<file path="config.mk">
export PLATFORM = sky130hd
export DESIGN_NAME = vram_write_sched_flat
export DESIGN_NICKNAME = d
export VERILOG_FILES = /design/src/rtl/painter_pkg.sv /design/src/rtl/vram_write_sched_if.sv /design/src/rtl/fill_scanner.sv /design/src/rtl/vram_write_sched.sv /design/src/flat_wrapper.sv
export SDC_FILE = /design/constraint.sdc
export NUM_CORES = 1
export LEC_CHECK = 0
export CORE_ASPECT_RATIO = 0.6
export CORE_MARGIN = 2
export CORE_UTILIZATION = 54
export CTS_CLUSTER_DIAMETER = 30
export DETAILED_ROUTE_END_ITERATION = 12
export GPL_TIMING_DRIVEN = 0
export HOLD_SLACK_MARGIN = 0.02
export PLACE_DENSITY = 0.83
export SLEW_MARGIN = 40
export SYNTH_ARGS = -nofsm -noshare
export SYNTH_HDL_FRONTEND = slang
export SYNTH_SLANG_ARGS = --single-unit
</file>
<file path="constraint.sdc">
create_clock -name clk -period 4.7 [get_ports clk]
set_input_delay 0.94 -clock clk [delete_from_list [all_inputs] [get_ports clk]]
set_output_delay 0.94 -clock clk [all_outputs]
set_load 0.05 [all_outputs]
</file>
<file path="src/rtl/painter_pkg.sv">
// Shared constants and enumerations for the VRAM write scheduler and its fill scanner.
package painter_pkg;

  localparam int COORD_W = 8;
  localparam int COLOR_W = 12;
  localparam int ADDR_W  = 2 * COORD_W;

  typedef enum logic [1:0] {
    IDLE = 2'd0,
    FILL = 2'd1,
    DONE = 2'd2
  } fill_state_e;

  typedef enum logic {
    GNT_PIX  = 1'b0,
    GNT_FILL = 1'b1
  } grant_e;

endpackage

</file>
<file path="src/rtl/vram_write_sched_if.sv">
// Bundle of cursor request, fill command and VRAM write signals around vram_write_sched.
interface vram_write_sched_if #(
  parameter int COORD_W = painter_pkg::COORD_W,
  parameter int COLOR_W = painter_pkg::COLOR_W
);

  logic                   pix_req;
  logic [COORD_W-1:0]     pix_x;
  logic [COORD_W-1:0]     pix_y;
  logic [COLOR_W-1:0]     pix_color;
  logic                   pix_ack;

  logic                   fill_start;
  logic [COORD_W-1:0]     fill_x0;
  logic [COORD_W-1:0]     fill_y0;
  logic [COORD_W-1:0]     fill_x1;
  logic [COORD_W-1:0]     fill_y1;
  logic [COLOR_W-1:0]     fill_color;
  logic                   fill_busy;
  logic                   fill_done;

  logic                   vram_we;
  logic [2*COORD_W-1:0]   vram_wa;
  logic [COLOR_W-1:0]     vram_wd;

  modport master (
    output pix_req, pix_x, pix_y, pix_color,
    output fill_start, fill_x0, fill_y0, fill_x1, fill_y1, fill_color,
    input  pix_ack, fill_busy, fill_done,
    input  vram_we, vram_wa, vram_wd
  );

  modport slave (
    input  pix_req, pix_x, pix_y, pix_color,
    input  fill_start, fill_x0, fill_y0, fill_x1, fill_y1, fill_color,
    output pix_ack, fill_busy, fill_done,
    output vram_we, vram_wa, vram_wd
  );

endinterface

</file>
<file path="src/rtl/fill_scanner.sv">
// Rectangle walker: normalises corners on load and steps an {x,y} cursor row-major, x inner.
// With CLEAR_ON_RESET_EN the reset rectangle is the whole canvas.
module fill_scanner #(
  parameter int COORD_W = 8
) (
  input  logic                 clk,
  input  logic                 rst,
  input  logic                 load,
  input  logic [COORD_W-1:0]   x0,
  input  logic [COORD_W-1:0]   y0,
  input  logic [COORD_W-1:0]   x1,
  input  logic [COORD_W-1:0]   y1,
  input  logic                 advance,
  output logic [2*COORD_W-1:0] addr,
  output logic                 last
);

  localparam logic [COORD_W-1:0] ZERO = {COORD_W{1'b0}};
  localparam logic [COORD_W-1:0] ONE  = {{(COORD_W-1){1'b0}}, 1'b1};
  localparam logic [COORD_W-1:0] MAXC = {COORD_W{1'b1}};

  logic [COORD_W-1:0] xmin_r, xmax_r, ymin_r, ymax_r, fx_r, fy_r;
  logic [COORD_W-1:0] xmin_s, xmax_s, ymin_s, ymax_s, fx_s, fy_s;

  function automatic logic [COORD_W-1:0] min_of(input logic [COORD_W-1:0] a,
                                                input logic [COORD_W-1:0] b);
    return (a < b) ? a : b;
  endfunction

  function automatic logic [COORD_W-1:0] max_of(input logic [COORD_W-1:0] a,
                                                input logic [COORD_W-1:0] b);
    return (a < b) ? b : a;
  endfunction

  // Next bounds/cursor: load takes priority over advance.
  always_comb begin
    xmin_s = xmin_r;
    xmax_s = xmax_r;
    ymin_s = ymin_r;
    ymax_s = ymax_r;
    fx_s   = fx_r;
    fy_s   = fy_r;
    if (load) begin
      xmin_s = min_of(x0, x1);
      xmax_s = max_of(x0, x1);
      ymin_s = min_of(y0, y1);
      ymax_s = max_of(y0, y1);
      fx_s   = min_of(x0, x1);
      fy_s   = min_of(y0, y1);
    end else if (advance) begin
      if (fx_r == xmax_r) begin
        fx_s = xmin_r;
        fy_s = fy_r + ONE;
      end else begin
        fx_s = fx_r + ONE;
      end
    end else begin
      fx_s = fx_r;
    end
  end

  // Bound and cursor registers.
  always_ff @(posedge clk or posedge rst) begin
    if (rst) begin
      xmin_r <= ZERO;
      ymin_r <= ZERO;
      fx_r   <= ZERO;
      fy_r   <= ZERO;
`ifdef CLEAR_ON_RESET_EN
      xmax_r <= MAXC;
      ymax_r <= MAXC;
`else
      xmax_r <= ZERO;
      ymax_r <= ZERO;
`endif
    end else begin
      xmin_r <= xmin_s;
      xmax_r <= xmax_s;
      ymin_r <= ymin_s;
      ymax_r <= ymax_s;
      fx_r   <= fx_s;
      fy_r   <= fy_s;
    end
  end

  // Equality compares keep the full 0..max canvas free of overflow issues.
  assign addr = {fx_r, fy_r};
  assign last = (fx_r == xmax_r) && (fy_r == ymax_r);

endmodule

</file>
<file path="src/rtl/vram_write_sched.sv">
// Round-robin owner of the VRAM write port shared by cursor pixel writes and a rectangle fill.
// CLEAR_ON_RESET_EN: when defined, a full-canvas fill with color 0 starts after reset.
module vram_write_sched #(
  parameter int COORD_W = painter_pkg::COORD_W,
  parameter int COLOR_W = painter_pkg::COLOR_W
) (
  input  logic               clk,
  input  logic               rst,
  vram_write_sched_if.slave  bus
);

  import painter_pkg::*;

  localparam int WA_W = 2 * COORD_W;

  fill_state_e          state_r, state_s;
  grant_e               last_grant_r, last_grant_s;
  logic [COLOR_W-1:0]   color_r, color_s;

  logic                 pix_elig_s, fill_elig_s;
  logic                 gnt_pix_s, gnt_fill_s;
  logic                 scan_load_s;
  logic [WA_W-1:0]      fill_addr_s;
  logic                 fill_last_s;

  logic                 we_s;
  logic [WA_W-1:0]      wa_s;
  logic [COLOR_W-1:0]   wd_s;

  logic                 vram_we_r, pix_ack_r, fill_busy_r, fill_done_r;
  logic [WA_W-1:0]      vram_wa_r;
  logic [COLOR_W-1:0]   vram_wd_r;

  fill_scanner #(.COORD_W(COORD_W)) u_scan (
    .clk     (clk),
    .rst     (rst),
    .load    (scan_load_s),
    .x0      (bus.fill_x0),
    .y0      (bus.fill_y0),
    .x1      (bus.fill_x1),
    .y1      (bus.fill_y1),
    .advance (gnt_fill_s),
    .addr    (fill_addr_s),
    .last    (fill_last_s)
  );

  // Round-robin arbiter; a pixel request is masked while its ack is out so a dropping req is not rewritten.
  always_comb begin
    pix_elig_s   = bus.pix_req && !pix_ack_r;
    fill_elig_s  = (state_r == FILL);
    gnt_pix_s    = 1'b0;
    gnt_fill_s   = 1'b0;
    last_grant_s = last_grant_r;
    if (pix_elig_s && fill_elig_s) begin
      if (last_grant_r == GNT_FILL) begin
        gnt_pix_s = 1'b1;
      end else begin
        gnt_fill_s = 1'b1;
      end
    end else if (pix_elig_s) begin
      gnt_pix_s = 1'b1;
    end else if (fill_elig_s) begin
      gnt_fill_s = 1'b1;
    end else begin
      gnt_pix_s = 1'b0;
    end
    if (gnt_pix_s) begin
      last_grant_s = GNT_PIX;
    end else if (gnt_fill_s) begin
      last_grant_s = GNT_FILL;
    end else begin
      last_grant_s = last_grant_r;
    end
  end

  // Fill FSM next state; fill_start only matters in IDLE.
  always_comb begin
    state_s     = state_r;
    scan_load_s = 1'b0;
    color_s     = color_r;
    case (state_r)
      IDLE: begin
        if (bus.fill_start) begin
          scan_load_s = 1'b1;
          color_s     = bus.fill_color;
          state_s     = FILL;
        end else begin
          state_s = IDLE;
        end
      end
      FILL: begin
        if (gnt_fill_s && fill_last_s) begin
          state_s = DONE;
        end else begin
          state_s = FILL;
        end
      end
      DONE:    state_s = IDLE;
      default: state_s = IDLE;
    endcase
  end

  // Write mux; address/data hold their last value when no write is granted.
  always_comb begin
    we_s = gnt_pix_s || gnt_fill_s;
    wa_s = vram_wa_r;
    wd_s = vram_wd_r;
    if (gnt_pix_s) begin
      wa_s = {bus.pix_x, bus.pix_y};
      wd_s = bus.pix_color;
    end else if (gnt_fill_s) begin
      wa_s = fill_addr_s;
      wd_s = color_r;
    end else begin
      wa_s = vram_wa_r;
    end
  end

  // FSM, arbitration history and latched fill color.
  always_ff @(posedge clk or posedge rst) begin
    if (rst) begin
`ifdef CLEAR_ON_RESET_EN
      state_r <= FILL;
`else
      state_r <= IDLE;
`endif
      last_grant_r <= GNT_FILL;
      color_r      <= {COLOR_W{1'b0}};
    end else begin
      state_r      <= state_s;
      last_grant_r <= last_grant_s;
      color_r      <= color_s;
    end
  end

  // Registered outputs, one cycle after the grant decision.
  always_ff @(posedge clk or posedge rst) begin
    if (rst) begin
      vram_we_r   <= 1'b0;
      vram_wa_r   <= {WA_W{1'b0}};
      vram_wd_r   <= {COLOR_W{1'b0}};
      pix_ack_r   <= 1'b0;
      fill_busy_r <= 1'b0;
      fill_done_r <= 1'b0;
    end else begin
      vram_we_r   <= we_s;
      vram_wa_r   <= wa_s;
      vram_wd_r   <= wd_s;
      pix_ack_r   <= gnt_pix_s;
      fill_busy_r <= (state_s != IDLE);
      fill_done_r <= gnt_fill_s && fill_last_s;
    end
  end

  assign bus.vram_we   = vram_we_r;
  assign bus.vram_wa   = vram_wa_r;
  assign bus.vram_wd   = vram_wd_r;
  assign bus.pix_ack   = pix_ack_r;
  assign bus.fill_busy = fill_busy_r;
  assign bus.fill_done = fill_done_r;

endmodule

</file>
<file path="src/flat_wrapper.sv">
// flat-port wrapper written by rule: the top's interface ports become plain ports
module vram_write_sched_flat import painter_pkg::*;
#(
  parameter int COORD_W = painter_pkg::COORD_W,
  parameter int COLOR_W = painter_pkg::COLOR_W
)
  (clk, rst, bus_pix_req, bus_pix_x, bus_pix_y, bus_pix_color, bus_fill_start, bus_fill_x0, bus_fill_y0, bus_fill_x1, bus_fill_y1, bus_fill_color, bus_pix_ack, bus_fill_busy, bus_fill_done, bus_vram_we, bus_vram_wa, bus_vram_wd);
  vram_write_sched_if #(.COORD_W(COORD_W), .COLOR_W(COLOR_W)) bus_i ();
  input  logic clk;
  input  logic rst;
  input wire logic [$bits(bus_i.pix_req)-1:0] bus_pix_req;
  input wire logic [$bits(bus_i.pix_x)-1:0] bus_pix_x;
  input wire logic [$bits(bus_i.pix_y)-1:0] bus_pix_y;
  input wire logic [$bits(bus_i.pix_color)-1:0] bus_pix_color;
  input wire logic [$bits(bus_i.fill_start)-1:0] bus_fill_start;
  input wire logic [$bits(bus_i.fill_x0)-1:0] bus_fill_x0;
  input wire logic [$bits(bus_i.fill_y0)-1:0] bus_fill_y0;
  input wire logic [$bits(bus_i.fill_x1)-1:0] bus_fill_x1;
  input wire logic [$bits(bus_i.fill_y1)-1:0] bus_fill_y1;
  input wire logic [$bits(bus_i.fill_color)-1:0] bus_fill_color;
  output wire logic [$bits(bus_i.pix_ack)-1:0] bus_pix_ack;
  output wire logic [$bits(bus_i.fill_busy)-1:0] bus_fill_busy;
  output wire logic [$bits(bus_i.fill_done)-1:0] bus_fill_done;
  output wire logic [$bits(bus_i.vram_we)-1:0] bus_vram_we;
  output wire logic [$bits(bus_i.vram_wa)-1:0] bus_vram_wa;
  output wire logic [$bits(bus_i.vram_wd)-1:0] bus_vram_wd;
  assign bus_i.pix_req = bus_pix_req;
  assign bus_i.pix_x = bus_pix_x;
  assign bus_i.pix_y = bus_pix_y;
  assign bus_i.pix_color = bus_pix_color;
  assign bus_i.fill_start = bus_fill_start;
  assign bus_i.fill_x0 = bus_fill_x0;
  assign bus_i.fill_y0 = bus_fill_y0;
  assign bus_i.fill_x1 = bus_fill_x1;
  assign bus_i.fill_y1 = bus_fill_y1;
  assign bus_i.fill_color = bus_fill_color;
  assign bus_pix_ack = bus_i.pix_ack;
  assign bus_fill_busy = bus_i.fill_busy;
  assign bus_fill_done = bus_i.fill_done;
  assign bus_vram_we = bus_i.vram_we;
  assign bus_vram_wa = bus_i.vram_wa;
  assign bus_vram_wd = bus_i.vram_wd;
  vram_write_sched #(.COORD_W(COORD_W), .COLOR_W(COLOR_W)) u_core (.clk(clk), .rst(rst), .bus(bus_i));
endmodule
</file>
==> summary.md <==
| Metric | Value |
|---|---|
| Initial core utilization | `54.9%` |
| Final Hold Violating Endpoints | `0` |
| Critical Path End Type | `flop` |
| DRC errors left | `0` |
| Syn avg cell area | `9.61 um^2` |
| EDFF count, synth | `0` |
| WS Path Type | `primary input to flop` |
| Final WS setup | `1.53 ns` |
| Pwr/cell area | `606 mW/mm^2` |
| VDD IR-drop max | `0.000280 V` |
| Compound-Gate Fraction of Synth Area | `11.7%` |
| Area occupied by multi-input gates | `0.00223 mm^2` |
| Fillcell total | `629` |
| CTS tree | `done` |
| Unrepaired setup endpoints after global routing | `no` |
| Seq. cell area | `0.00218 mm^2` |
| Synthesized cell area | `0.00461 mm^2` |
| Psw | `1580 uW` |
| Crit-path cells | `clkdlybuf4s50_1, inv_1, ha_1, nand2_1, o21ai_0, a31oi_1, o21ai_2, buf_4, mux2i_1, mux2i_1` |
| Slew @ Worst Pin | `a little over 0.6 ns` |
| Hpwl dp | `9450 um` |
| Root buffer cell | `clkbuf_16` |
| Gpl congestion | `about 0.9` |
| Critical path's slowest cell | `clkdlybuf4s50_1` |
| Peak Freq | `between 300 and 400 MHz` |
| Initial DRC count | `~360` |
| Most frequent CP cell | `mux2i_1` |
| Yosys warning count | `0` |
| Remaining Overflow, GRT | `0` |
| Ys async rst share | `100%` |
| Cell count after synthesis | `480` |
| Final Setup Violations | `0` |
| Syn Nets | `572` |
| Max stage delay on crit path | `0.52 ns` |
| FP Rows | `26` |
| Fin area | `between 0.006 and 0.007 mm^2` |
| Critical path arrival | `approximately 3.4 ns` |
| Critical Path RT | `between 4 and 5 ns` |
| Post-CTS Repair Setup Buffers | `0` |
| Synth Area in XOR/XNOR | `4.53%` |
| Worst Skew | `0.00627 ns` |
| Port Buffers | `107` |
| Top cells by area, synth | `dfrtp_1 (47%), mux2i_1 (9.8%), nor2_1 (6.1%)` |
| DIE AREA | `0.00932 mm^2` |
| Register area share after synthesis | `between 40% and 50%` |
| CTS buffer count | `9` |
| Io pins | `108` |
| Synth unique cells | `46` |
| Main combinational cell family by area after synthesis | `simple AND/OR/NAND/NOR gates` |
| CP max FO | `10` |
| Number of max-cap violations | `0` |
| First-pass GRT wire length | `between 15000 and 20000 um` |
| Flops & latches, synth | `between 80 and 90` |
| Clock power frac | `19.8%` |
| CTS sink count | `just under 90` |
| Pre-Repair DR Iteration Count | `5` |
| Initial antenna violation count | `0` |
| Synth top area share | `46.7%` |
| CP Launch Type | `primary input` |
| Detailed-route wire length | `12300 um` |
| Post-place setup slack | `1.19 ns` |
| Clock Latency Late Sink | `around 0.34 ns` |
| Total negative slack | `0 ns` |
| Drt via density | `5.70` |
| Final Hold Slack | `0.482 ns` |
| Status | `complete, no violations` |
| Chip height | `roughly 76 um` |
| Ant diodes | `0` |
| Post-CTS sizing | `0` |
| Final core area utilization | `around three quarters` |
| Post-DP Area | `roughly 0.006 mm^2` |
| Post-route ant nets | `0` |
| Yosys top cell by area | `dfrtp_1` |
| Sw frac | `42.1%` |
| Leakage power | `0.00274 uW` |
| Pint | `between 2000 and 2500 uW` |
| Sequential Power Share | `36.8%` |
| Simple-gate share of the synthesized area | `17.0%` |
| Slew Limit Fails | `0` |
| Layout cells sized above 1 | `7.78%` |
| Final #Nets | `691` |
| Class of the tightest hold or removal check | `flop to flop` |
| Core area | `0.00839 mm^2` |
| Combinational Power Share | `43.4%` |
| Number of global-route vias before repair | `4026` |
| Max clock buf depth | `2` |
| Post-synthesis mux area share | `a little over a tenth` |
| Post-synth top flop | `dfrtp_1` |
| Total number of vias | `4079` |
| Chip width | `123 um` |
| Max transition margin | `59.0%` |
| H-tree Lvls | `3` |
| Tmin final | `3.17 ns` |
| Overall Global Routing Usage | `27.9%` |
| Largest net degree at the start of global routing | `47` |
| Period utilisation layout | `between 60 and 70%` |
| Area Growth Syn to Fin | `33.8%` |
| Clock transition at the registers of the reported paths | `0.07 ns` |
| Hold buffers post-CTS | `0` |
| Adder-cell share of the synthesized area | `under 10%` |
| Routed WL per cell | `between 15 and 20 um` |
## critical path: cells and delay by family
kind                     cells  cell delay [ns]
AO/OA/AOI/OAI                3             0.75
multiplexers                 2             0.48
AND/OR/NAND/NOR              1             0.04
buffers and inverters        3             0.88
adder cells (fa/ha/maj)      1             0.27
## kinds of logic (layout without fill, tap and decap cells)
logic type,after synthesis,after routing
AOI/OAI and AO/OA,89,89
xor gates and xnor gates,23,23
adders and majority gates,16,16
buffers and inverters,44,168
DFF,87,87
muxes,49,49
and+or+nand+nor,172,172
## flip-flops by register name, indices dropped and copies added (netlist names)
name                  count
u_core.bus.vram_wa       16
u_core.state_r            2
u_core.bus.vram_we        1
u_core.color_r           12
u_core.u_scan.xmax_r      8
u_core.bus.fill_done      1
u_core.u_scan.fy_r        8
u_core.u_scan.xmin_r      8
u_core.u_scan.ymax_r      8
u_core.bus.pix_ack        1
u_core.last_grant_r       1
u_core.u_scan.fx_r        8
u_core.bus.fill_busy      1
u_core.bus.vram_wd       12
## worst paths after layout
check	start	end	slack, ns	cells after the start
worst max-delay path	bus_fill_y1[1]	u_core.u_scan.fy_r[7]	1.53	10
worst min-delay path	u_core.color_r[10]	u_core.color_r[10]	0.48	2
worst max register to register	u_core.u_scan.fx_r[6]	u_core.u_scan.fx_r[4]	2.37	7
worst min register to register	u_core.color_r[10]	u_core.color_r[10]	0.48	2
max in group asynchronous	rst	u_core.last_grant_r	3.12	3
min in group asynchronous	rst	u_core.bus.vram_wd[9]	0.98	2
## layout make-up
class / instances / area share [%]
buffer: 26 / 2.15
clock buffer: 10 / 3.88
clock inverter: 6 / 1.20
inverter: 18 / 1.18
multi-input combinational: 349 / 36.2
sequential: 87 / 35.3
tap: 112 / 2.27
timing repair buffer: 108 / 17.8
## per-stage QoR
stage | total power, uW | std cells
2_1_floorplan | 2430 | 480
3_3_place_gp | 2920 | 699
3_5_place_dp | 2990 | 700
4_1_cts | 3740 | 716
5_1_grt | 3960 | 716
6_report | 3740 | 716
## power by group through the flow
stage               Combinational, uW  Clock, uW  Sequential (uW)
CTS                              1620        750             1370
detailed placement               1610          0             1380
finish                           1620        740             1380
global placement                 1560          0             1360
global route                     1760        782             1410
floorplan                         725          0             1700
## cell usage in the layout, fill, tap and decap left out, drive strengths merged, types with 6 or more instances in the layout
| cell type | n |
|---|---|
| clkdlybuf4s50 | 107 |
| dfrtp | 86 |
| nor2 | 76 |
| nand2 | 57 |
| mux2i | 45 |
| o22ai | 31 |
| a21oi | 27 |
| clkbuf | 26 |
| xnor2 | 23 |
| inv | 21 |
| ha | 16 |
| o21ai | 16 |
| buf | 11 |
| nand3 | 8 |
| nand4 | 8 |
| nor3 | 6 |
## synthesized netlist by cell type, types with 6 or more instances
cell	count
clkbuf_1	16
inv_1	17
a21oi_1	27
nand3_1	8
nor2_1	75
xnor2_1	22
nand4_1	6
ha_1	16
o21ai_0	13
mux2i_1	45
o22ai_1	31
dfrtp_1	86
nand2_1	56
## per-layer routing
layer	up-vias	global-route usage [%]	share of wire, %
met3	17	7.26	8.5
li1	1913	-	-
met5	-	0	0
met1	1979	38.5	46
met2	170	44.8	44
met4	0	7.20	1.0
Note: power is estimated with default switching activity, not from simulation.
